===== src/rtl/run_length_detector.sv =====
// Serial run detector: flags RUN_LEN consecutive equal accepted samples of x.
// Supports level/pulse restart modes and keeps a saturating detection-event count.
module run_length_detector #(
  parameter int unsigned RUN_LEN = 3,
  parameter int unsigned CNT_W   = 8,
  parameter int unsigned RC_W    = $clog2(RUN_LEN + 1)
) (
  input  logic             clk,
  input  logic             rst,
  input  logic             en,
  input  logic             x,
  input  logic             mode,
  input  logic             clr,
  output logic             y,
  output logic             y_val,
  output logic [RC_W-1:0]  run_cnt,
  output logic [CNT_W-1:0] det_cnt
);

  localparam logic [RC_W-1:0]  RunMax = RC_W'(RUN_LEN);
  localparam logic [RC_W-1:0]  RunOne = RC_W'(1);
  localparam logic [CNT_W-1:0] DetMax = '1;

  logic [RC_W-1:0]  run_cnt_q, run_cnt_d;
  logic             last_bit_q, last_bit_d;
  logic [CNT_W-1:0] det_cnt_q, det_cnt_d;
  logic             det_event;

  always_comb begin
    run_cnt_d  = run_cnt_q;
    last_bit_d = last_bit_q;
    det_event  = 1'b0;
    if (en) begin
      if (run_cnt_q == '0 || x != last_bit_q) begin
        run_cnt_d  = RunOne;
        last_bit_d = x;
      end else if (run_cnt_q < RunMax) begin
        run_cnt_d = run_cnt_q + RunOne;
        // Only the transition into RunMax counts; level-mode hold does not.
        det_event = (run_cnt_d == RunMax);
      end else if (mode) begin
        run_cnt_d = RunOne;
      end
    end
  end

  always_comb begin
    det_cnt_d = det_cnt_q;
    if (clr) begin
      det_cnt_d = CNT_W'(det_event);
    end else if (det_event && det_cnt_q != DetMax) begin
      det_cnt_d = det_cnt_q + CNT_W'(1);
    end
  end

  always_ff @(posedge clk or posedge rst) begin
    if (rst) begin
      run_cnt_q  <= '0;
      last_bit_q <= 1'b0;
      det_cnt_q  <= '0;
    end else begin
      run_cnt_q  <= run_cnt_d;
      last_bit_q <= last_bit_d;
      det_cnt_q  <= det_cnt_d;
    end
  end

  assign run_cnt = run_cnt_q;
  assign det_cnt = det_cnt_q;
  assign y       = (run_cnt_q == RunMax);
  assign y_val   = y & last_bit_q;

endmodule

===== config.mk =====
export PLATFORM = sky130hd
export DESIGN_NAME = run_length_detector
export DESIGN_NICKNAME = d
export VERILOG_FILES = /design/src/rtl/run_length_detector.sv
export SDC_FILE = /design/constraint.sdc
export NUM_CORES = 1
export LEC_CHECK = 0
export ABC_AREA = 1
export CORE_UTILIZATION = 46
export CTS_BUF_LIST = sky130_fd_sc_hd__clkbuf_4
export CTS_CLUSTER_SIZE = 40
export DETAILED_ROUTE_END_ITERATION = 8
export GPL_TIMING_DRIVEN = 0
export PLACE_DENSITY = 0.77
export SLEW_MARGIN = 5
export SYNTH_ARGS = -nofsm -noshare
export SYNTH_HDL_FRONTEND = slang
export SYNTH_SLANG_ARGS = --single-unit

===== constraint.sdc =====
create_clock -name clk -period 1.2 [get_ports clk]
set_input_delay 0.24 -clock clk [delete_from_list [all_inputs] [get_ports clk]]
set_output_delay 0.24 -clock clk [all_outputs]
set_load 0.1 [all_outputs]

==> flow_summary.yaml, run 1 <==
outcome:
  outcome: "complete, but fails checks"
  violations: "negative setup slack"
sta:
  drv_slew: 0
  rsz0062_at_grt: "yes"
  whs_ns: 0.255
  worst_pin_slew_ns: 0.441
  max_slew_margin_pct: 70.6
  finalSetupViolCount: 16
  skew_ns: 0.0147
  finalCritPeriodShare_pct: 127
  worst_slack_ns: -0.324
  finalSetupTns_ns: -3.23
  hold_viol_final: 0
  maxClockFrequency_mhz: 656
  period_minus_slack_ns: 1.52
synthesis:
  yosysSeqAreaShare_pct: 34.2
  synth-seq-cells: 11
  synth_area_leaders: "dfrtp_1 34%, nand2_1 16%, nand3_1 8.1%, ha_1 7.8%, inv_1 6.1%"
  yosys_warnings: 0
  synth_edf_count: 0
  yosys.area.top_type: "dfrtp_1"
  syn_area_um2: 806
  synth_commonest_cells: "35 x nand2_1, 13 x inv_1, 13 x nand3_1, 13 x nor2_1, 11 x dfrtp_1"
  synth.avg_cell_area_um2: 7.13
  synthCells: 113
  synth.most_common_cell: "nand2_1"
  synth-async-reset-ratio_pct: 100
  synth_top_area_share_pct: 34.2
  synth.distinct_cells: 19
  yosys_most_used_dff: "dfrtp_1"
  syn_nets: 124
placed_design:
  dp_hpwl_mm: 1.34
  dp.cells: 146
  gp_congestion: 0.814
  place_area_um2: 1040
  port_buffers: 17
setup_path:
  path_cells: "ha_4 > nand2_4 > clkinvlp_4 > buf_12"
  r2r_start: "run_cnt[1]"
  start_kind: "flop"
  reg2reg_slack_ns: -0.27
  r2r_end: "det_cnt[6]"
  reg2regPathDepth: 10
  slowest_delay_ns: 0.51
  required_ns: 0.96
  endpoint_kind: "output pin"
  cp_slowest_cell: "dfrtp_4"
  crit_fanout: 4
  critical_path_arrival_ns: 1.28
  critical_path_class: "reg2out"
cells_and_area:
  final_cell_area_um2: 1330
  regArea_um2: 298
  num-fill-cells: 91
  layout.cells.non_filler: 162
  nets: 158
  areaGrowthSynthToFinish_pct: 64.8
  drive_gt1_share_pct: 49.3
  n_antenna_cell: 0
  multi_input_area_um2: 562
detailed_routing:
  via_count: 862
  wirelength_mm: 2.33
  first_pass_iters: 4
  wl_per_cell_um: 14.4
  drc: 0
  first_iter_violations: 20
  ant_nets: 0
  routed_via_density: 5.32
die:
  die_y_um: 43.9
  die-area_um2: 1920
  rows: 14
  core-area_um2: 1580
  start_util_pct: 51.1
  die_w_um: 43.9
  ios: 18
global_routing:
  grt_pass1_vias: 831
  overflow: 0
  grt_pass1_wl_mm: 3.48
  grt_antenna_before_repair: 0
  grt_usage_pct: 25.4
  grt_max_degree: 12
job:
  drv_cap: 0
clock_tree:
  clkTransAtPathRegs_ns: 0.08
  ctsRootBufferMaster: "clkbuf_4"
  cts_hold_buf: 0
  clock_path_buffers: 2
  worstSkewPairLatency_ns: 0.28
  cts_max_level: 1
  clock_sinks: 11
  tritoncts: "done"
  cts_buffers: 3
worst_hold_path:
  hold_class: "in2async"
power:
  power_density_nw_per_um2: 1240
  p_leak_nw: 0.600
  peakVddDrop_mv: 1.49
## power breakdown
group	switching (mW)	total, mW	internal (mW)
sequential	0.0473	0.463	0.416
clock	0.129	0.280	0.151
combinational	0.560	0.907	0.348
## worst max-delay path: cells and delay by family, from the launching register on
family	cells	cell delay (ns)
AND/OR/NAND/NOR	1	0.06
buffers and inverters	2	0.26
adder cells (fa/ha/maj)	1	0.19
flip-flops	1	0.51
## worst max-delay path by stage
stage                    start  endpoint  slack [ns]  cells after the start
floorplan           run_cnt[1]     y_val       -0.51                      3
global placement    run_cnt[1]     y_val       -0.86                      4
detailed placement  run_cnt[1]     y_val       -0.87                      4
CTS                 run_cnt[0]     y_val       -0.33                      4
global route        run_cnt[0]     y_val       -0.37                      4
finish              run_cnt[0]     y_val       -0.32                      4
## cell families (layout without fill, tap and decap cells)
| logic type | Yosys count | in the layout | share of synthesized area, % |
|---|---|---|---|
| and+or+nand+nor | 74 | 75 | 45.0 |
| buffers and inverters | 16 | 48 | 7.61 |
| DFF | 11 | 11 | 34.2 |
| AOI/OAI and AO/OA | 6 | 6 | 4.35 |
| adders and majority gates | 5 | 5 | 7.76 |
| xor gates and xnor gates | 1 | 1 | 1.09 |
## sequential cells by signal, summed over array words and instances (netlist names)
register and cells:
last_bit_q 1, det_cnt 8, run_cnt 2
## per-layer routing
| metal | share of wire [%] | global-route usage (%) | vias up | wire (µm) |
|---|---|---|---|---|
| li1 | - | - | 422 | - |
| met3 | 4.6 | 9.17 | 8 | 107 |
| met4 | 3.0 | 13.9 | 0 | 70 |
| met1 | 41 | 27.3 | 406 | 964 |
| met2 | 51 | 43.3 | 26 | 1190 |
| met5 | 0 | 0 | - | 0 |
## repair_timing
item                                    4_1_cts  5_1_grt
endpoints found under the hold margin         0        0
endpoints found under the setup margin       22       19
gates resized for setup                     112       16
gates cloned                                  1        0
buffers inserted                              9        2
pin swaps                                     9        2
## per-stage QoR
step                      setup slack, ns  utilization (%)  total power, mW
after floorplan                    -0.510                -            0.955
after global placement             -0.859             65.8             1.07
after detailed placement           -0.871             65.8             1.09
after CTS                          -0.334             79.7             1.59
after global routing               -0.371             84.2             1.72
final                              -0.324             84.2             1.65
## placed cells by master, fill, tap and decap left out, drive strengths merged
cell / Yosys / routed
nor3b: 1 / 1
nand3: 14 / 15
nand4: 2 / 2
clkinvlp: 0 / 1
dfrtp: 11 / 11
buf: 1 / 24
clkdlybuf4s50: 0 / 5
nand2: 41 / 41
ha: 5 / 5
nor2: 15 / 15
xor2: 1 / 1
clkbuf: 0 / 4
o21bai: 2 / 2
o21ai: 4 / 4
or2: 1 / 1
inv: 15 / 14
## final cells by class
cell class / instances / share of cell area (%)
tap: 16 / 1.51
clock buffer: 4 / 2.26
inverter: 15 / 4.90
timing repair buffer: 28 / 26.2
sequential: 11 / 22.4
buffer: 1 / 0.377
multi-input combinational: 87 / 42.3
No activity file was read; power rests on OpenSTA's default activity.
==> run 2, diff against run 1 <==
SLEW_MARGIN = 20   (was 5)
clock period = 1.4 ns   (was 1.2 ns; I/O delays follow)
==> flow_summary.yaml, run 2 (same netlist as run 1, synthesis figures left out) <==
cells_and_area:
  drive_gt1_share_pct: 46.5
  areaGrowthSynthToFinish_pct: 51.9
  final_cell_area_um2: 1220
  nets: 156
  utilization_pct: 77.6
  final_cell_mix: "27 x nand2_1, 14 x buf_4, 13 x nand3_1"
  final_common_cell: "nand2_1"
  largest_reg_flops: 8
  layout.cells.non_filler: 160
  n_antenna_cell: 0
clock_tree:
  tritoncts: "done"
  cts_max_level: 1
  cts_hold_buf: 0
  ctsRootBufferMaster: "clkbuf_4"
  worstSkewPairLatency_ns: 0.28
  clkTransAtPathRegs_ns: 0.08
  clock_sinks: 11
  clock_path_buffers: 2
  cts_buffers: 3
sta:
  maxClockFrequency_mhz: 639
  finalCritPeriodShare_pct: 112
  period_minus_slack_ns: 1.57
  max_slew_margin_pct: 70.4
  finalSetupTns_ns: -0.503
  whs_ns: 0.291
  worst_slack_ns: -0.166
  worst_pin_slew_ns: 0.444
  drv_slew: 0
  hold_viol_final: 0
  rsz0062_at_grt: "yes"
  skew_ns: 0.0124
  finalSetupViolCount: 8
placed_design:
  gp_congestion: 0.814
  dp.cells: 146
  place_area_um2: 1040
  dp_worst_setup_slack_ns: -0.711
  dp_hpwl_mm: 1.34
  port_buffers: 17
die:
  start_util_pct: 51.1
  core-area_um2: 1580
  die_w_um: 43.9
  rows: 14
  ios: 18
  die_y_um: 43.9
  die-area_um2: 1920
setup_path:
  critical_path_class: "reg2out"
  endpoint_kind: "output pin"
  cp_slowest_cell: "dfrtp_4"
  crit_fanout: 3
  critical_path_arrival_ns: 1.29
  slowest_delay_ns: 0.50
  path_cells: "ha_4 > nand2_4 > clkinvlp_4 > buf_12"
  required_ns: 1.12
  start_kind: "flop"
global_routing:
  grt_max_degree: 12
  grt_usage_pct: 23.6
  grt_pass1_vias: 774
  grt_pass1_wl_mm: 3.26
  grt_antenna_before_repair: 0
  overflow: 0
detailed_routing:
  drc: 0
  via_count: 879
  first_iter_violations: 21
  wl_per_cell_um: 14.3
  first_pass_iters: 5
  ant_nets: 0
  wirelength_mm: 2.29
  routed_via_density: 5.49
power:
  p_leak_nw: 0.566
  power_density_nw_per_um2: 1120
  power_mw: 1.37
  peakVddDrop_mv: 1.01
job:
  drv_cap: 0
outcome:
  violations: "negative setup slack"
  outcome: "complete, but fails checks"
worst_hold_path:
  hold_class: "in2async"
[run 2: cell type report]
| cell class | instances | area [µm²] |
|---|---|---|
| multi-input combinational | 87 | 562 |
| fill | 110 | 353 |
| timing repair buffer | 26 | 236 |
| inverter | 15 | 72.6 |
| tap | 16 | 20.0 |
| clock buffer | 4 | 30.0 |
| buffer | 1 | 5.00 |
| sequential | 11 | 298 |
[run 2: where the power goes]
part	switching, mW	internal (mW)	leakage [nW]
combinational	0.478	0.249	0.416
sequential	0.0393	0.356	0.131
clock	0.115	0.130	0.0184
[run 2: layer usage]
metal	GRT usage, %	routed length [µm]
met5	0	0
met1	28.1	915
met4	7.88	68
met3	7.50	140
met2	40.3	1160
[run 2: critical path: cells and delay by family, from the launching register on]
family        cells  cell delay [ns]
flops             1             0.50
simple gates      1             0.06
fa+ha+maj         1             0.19
buf+inv           2             0.26
[run 2: timing repair]
| item | CTS | global route |
|---|---|---|
| pin swaps | 8 | 9 |
| endpoints found under the setup margin | 21 | 16 |
| resized for setup | 83 | 24 |
| setup buffers | 4 | 6 |
| gates cloned | 1 | 0 |
[run 2: worst paths after layout]
kind	start	endpoint	slack (ns)	depth (start not counted)
worst max-delay path	run_cnt[0]	y_val	-0.17	4
worst min-delay path	rst	det_cnt[3]	0.29	2
worst max register to register	run_cnt[1]	det_cnt[6]	-0.04	10
worst min register to register	det_cnt[5]	det_cnt[5]	0.57	2
max in group asynchronous	rst	run_cnt[1]	0.75	2
min in group clk	det_cnt[5]	det_cnt[5]	0.57	2
==> run 3, diff against run 2 <==
CORE_ASPECT_RATIO = 1.2   (was not set)
GPL_TIMING_DRIVEN = not set   (was 0)
==> flow_summary.yaml, run 3 (same netlist as run 1, synthesis figures left out) <==
die:
  ios: 18
  core-area_um2: 1640
  die_y_um: 47.8
  die-area_um2: 1920
  rows: 16
  die_w_um: 40.2
  start_util_pct: 49.1
global_routing:
  overflow: 0
  grt_pass1_vias: 690
  grt_usage_pct: 25.0
  grt_max_degree: 14
  grt_pass1_wl_mm: 3.07
  grt_antenna_before_repair: 0
power:
  power_mw: 1.40
  power_density_nw_per_um2: 1050
  p_leak_nw: 0.604
  peakVddDrop_mv: 0.879
sta:
  whs_ns: 0.286
  skew_ns: 0.000952
  hold_viol_final: 0
  maxClockFrequency_mhz: 638
  drv_slew: 0
  max_slew_margin_pct: 70.0
  finalSetupViolCount: 14
  period_minus_slack_ns: 1.57
  finalCritPeriodShare_pct: 112
  worst_pin_slew_ns: 0.449
  worst_slack_ns: -0.167
  rsz0062_at_grt: "yes"
  finalSetupTns_ns: -1.17
placed_design:
  dp.cells: 155
  dp_hpwl_mm: 1.49
  port_buffers: 17
  gp_congestion: 0.776
cells_and_area:
  num-fill-cells: 97
  n_antenna_cell: 0
  layout.cells.non_filler: 163
  final_cell_mix: "31 x nand2_1, 13 x buf_12, 12 x nor2_1"
  multi_input_area_um2: 529
  areaGrowthSynthToFinish_pct: 65.4
  largest_reg_flops: 8
  regArea_um2: 298
  final_common_cell: "nand2_1"
  utilization_pct: 81.2
  nets: 157
  drive_gt1_share_pct: 43.4
job:
  drv_cap: 0
detailed_routing:
  first_pass_iters: 5
  wirelength_mm: 2.17
  wl_met3_um: 135
  drc: 0
  routed_via_density: 5.27
  met1Wirelength_um: 837
  route.met2.wl_mm: 1.15
  first_iter_violations: 44
  ant_nets: 0
  maxUsedRoutingLayer: "met4"
  via_count: 859
  wl_per_cell_um: 13.3
clock_tree:
  cts_hold_buf: 0
  clock_path_buffers: 2
  clock_sinks: 11
  ctsRootBufferMaster: "clkbuf_4"
  worstSkewPairLatency_ns: 0.29
  cts_buffers: 3
  tritoncts: "done"
  cts_max_level: 1
  clkTransAtPathRegs_ns: 0.07
setup_path:
  start_kind: "flop"
  required_ns: 1.12
  crit_fanout: 3
  endpoint_kind: "output pin"
  critical_path_class: "reg2out"
  r2r_end: "det_cnt[4]"
  reg2reg_slack_ns: -0.09
  reg2regPathDepth: 10
  critical_path_arrival_ns: 1.29
  r2r_start: "run_cnt[0]"
worst_hold_path:
  hold_class: "in2async"
outcome:
  violations: "negative setup slack"
  outcome: "complete, but fails checks"
## run 3: changes by cell type in the layout (fill, tap and decap cells not counted), sizes merged
cell    previous run  this run
buf               18        23
clkbuf             8         4
## run 3: how the worst max path moves through the flow
stage | from | end
floorplan | run_cnt[1] | y_val
global placement | x | det_cnt[7]
detailed placement | x | det_cnt[7]
CTS | run_cnt[0] | y_val
global route | run_cnt[0] | y_val
finish | run_cnt[0] | y_val
## run 3: cell type report
cell class                      count  share of cell area, %
Multi-Input combinational cell     87                   39.7
Timing Repair Buffer               28                   29.5
Sequential cell                    11                   22.3
Inverter                           15                   4.51
Clock buffer                        4                   2.25
Tap cell                           18                   1.69
## run 3: power by group
group / switching [mW] / total (mW) / internal, mW
clock network: 0.125 / 0.255 / 0.131
registers: 0.0342 / 0.390 / 0.356
logic: 0.464 / 0.759 / 0.295
## run 3: through the flow
step,cell area [µm²],setup slack (ns)
6_report,1330,-0.167
5_1_grt,1330,-0.181
4_1_cts,1330,-0.167
3_5_place_dp,1230,-0.169
3_3_place_gp,1230,-0.111
2_1_floorplan,847,-0.350
## run 3: routing by layer
| metal | global-route usage (%) | vias up |
|---|---|---|
| li1 | - | 420 |
| met1 | 28.4 | 390 |
| met2 | 44.2 | 42 |
| met3 | 4.65 | 7 |
| met4 | 12.0 | 0 |
| met5 | 0 | - |
## run 3: worst max-delay path, stage by stage, from the launching register on
cell,delay (ns)
dfrtp_4,0.51
ha_4,0.18
nand2_4,0.06
clkinvlp_4,0.08
buf_12,0.16
## run 3: timing repair
action	4_1_cts	5_1_grt
gates resized for setup	13	2
endpoints found under the setup margin	11	14
buffers inserted	3	0
cloned	1	0
pin swaps	5	4
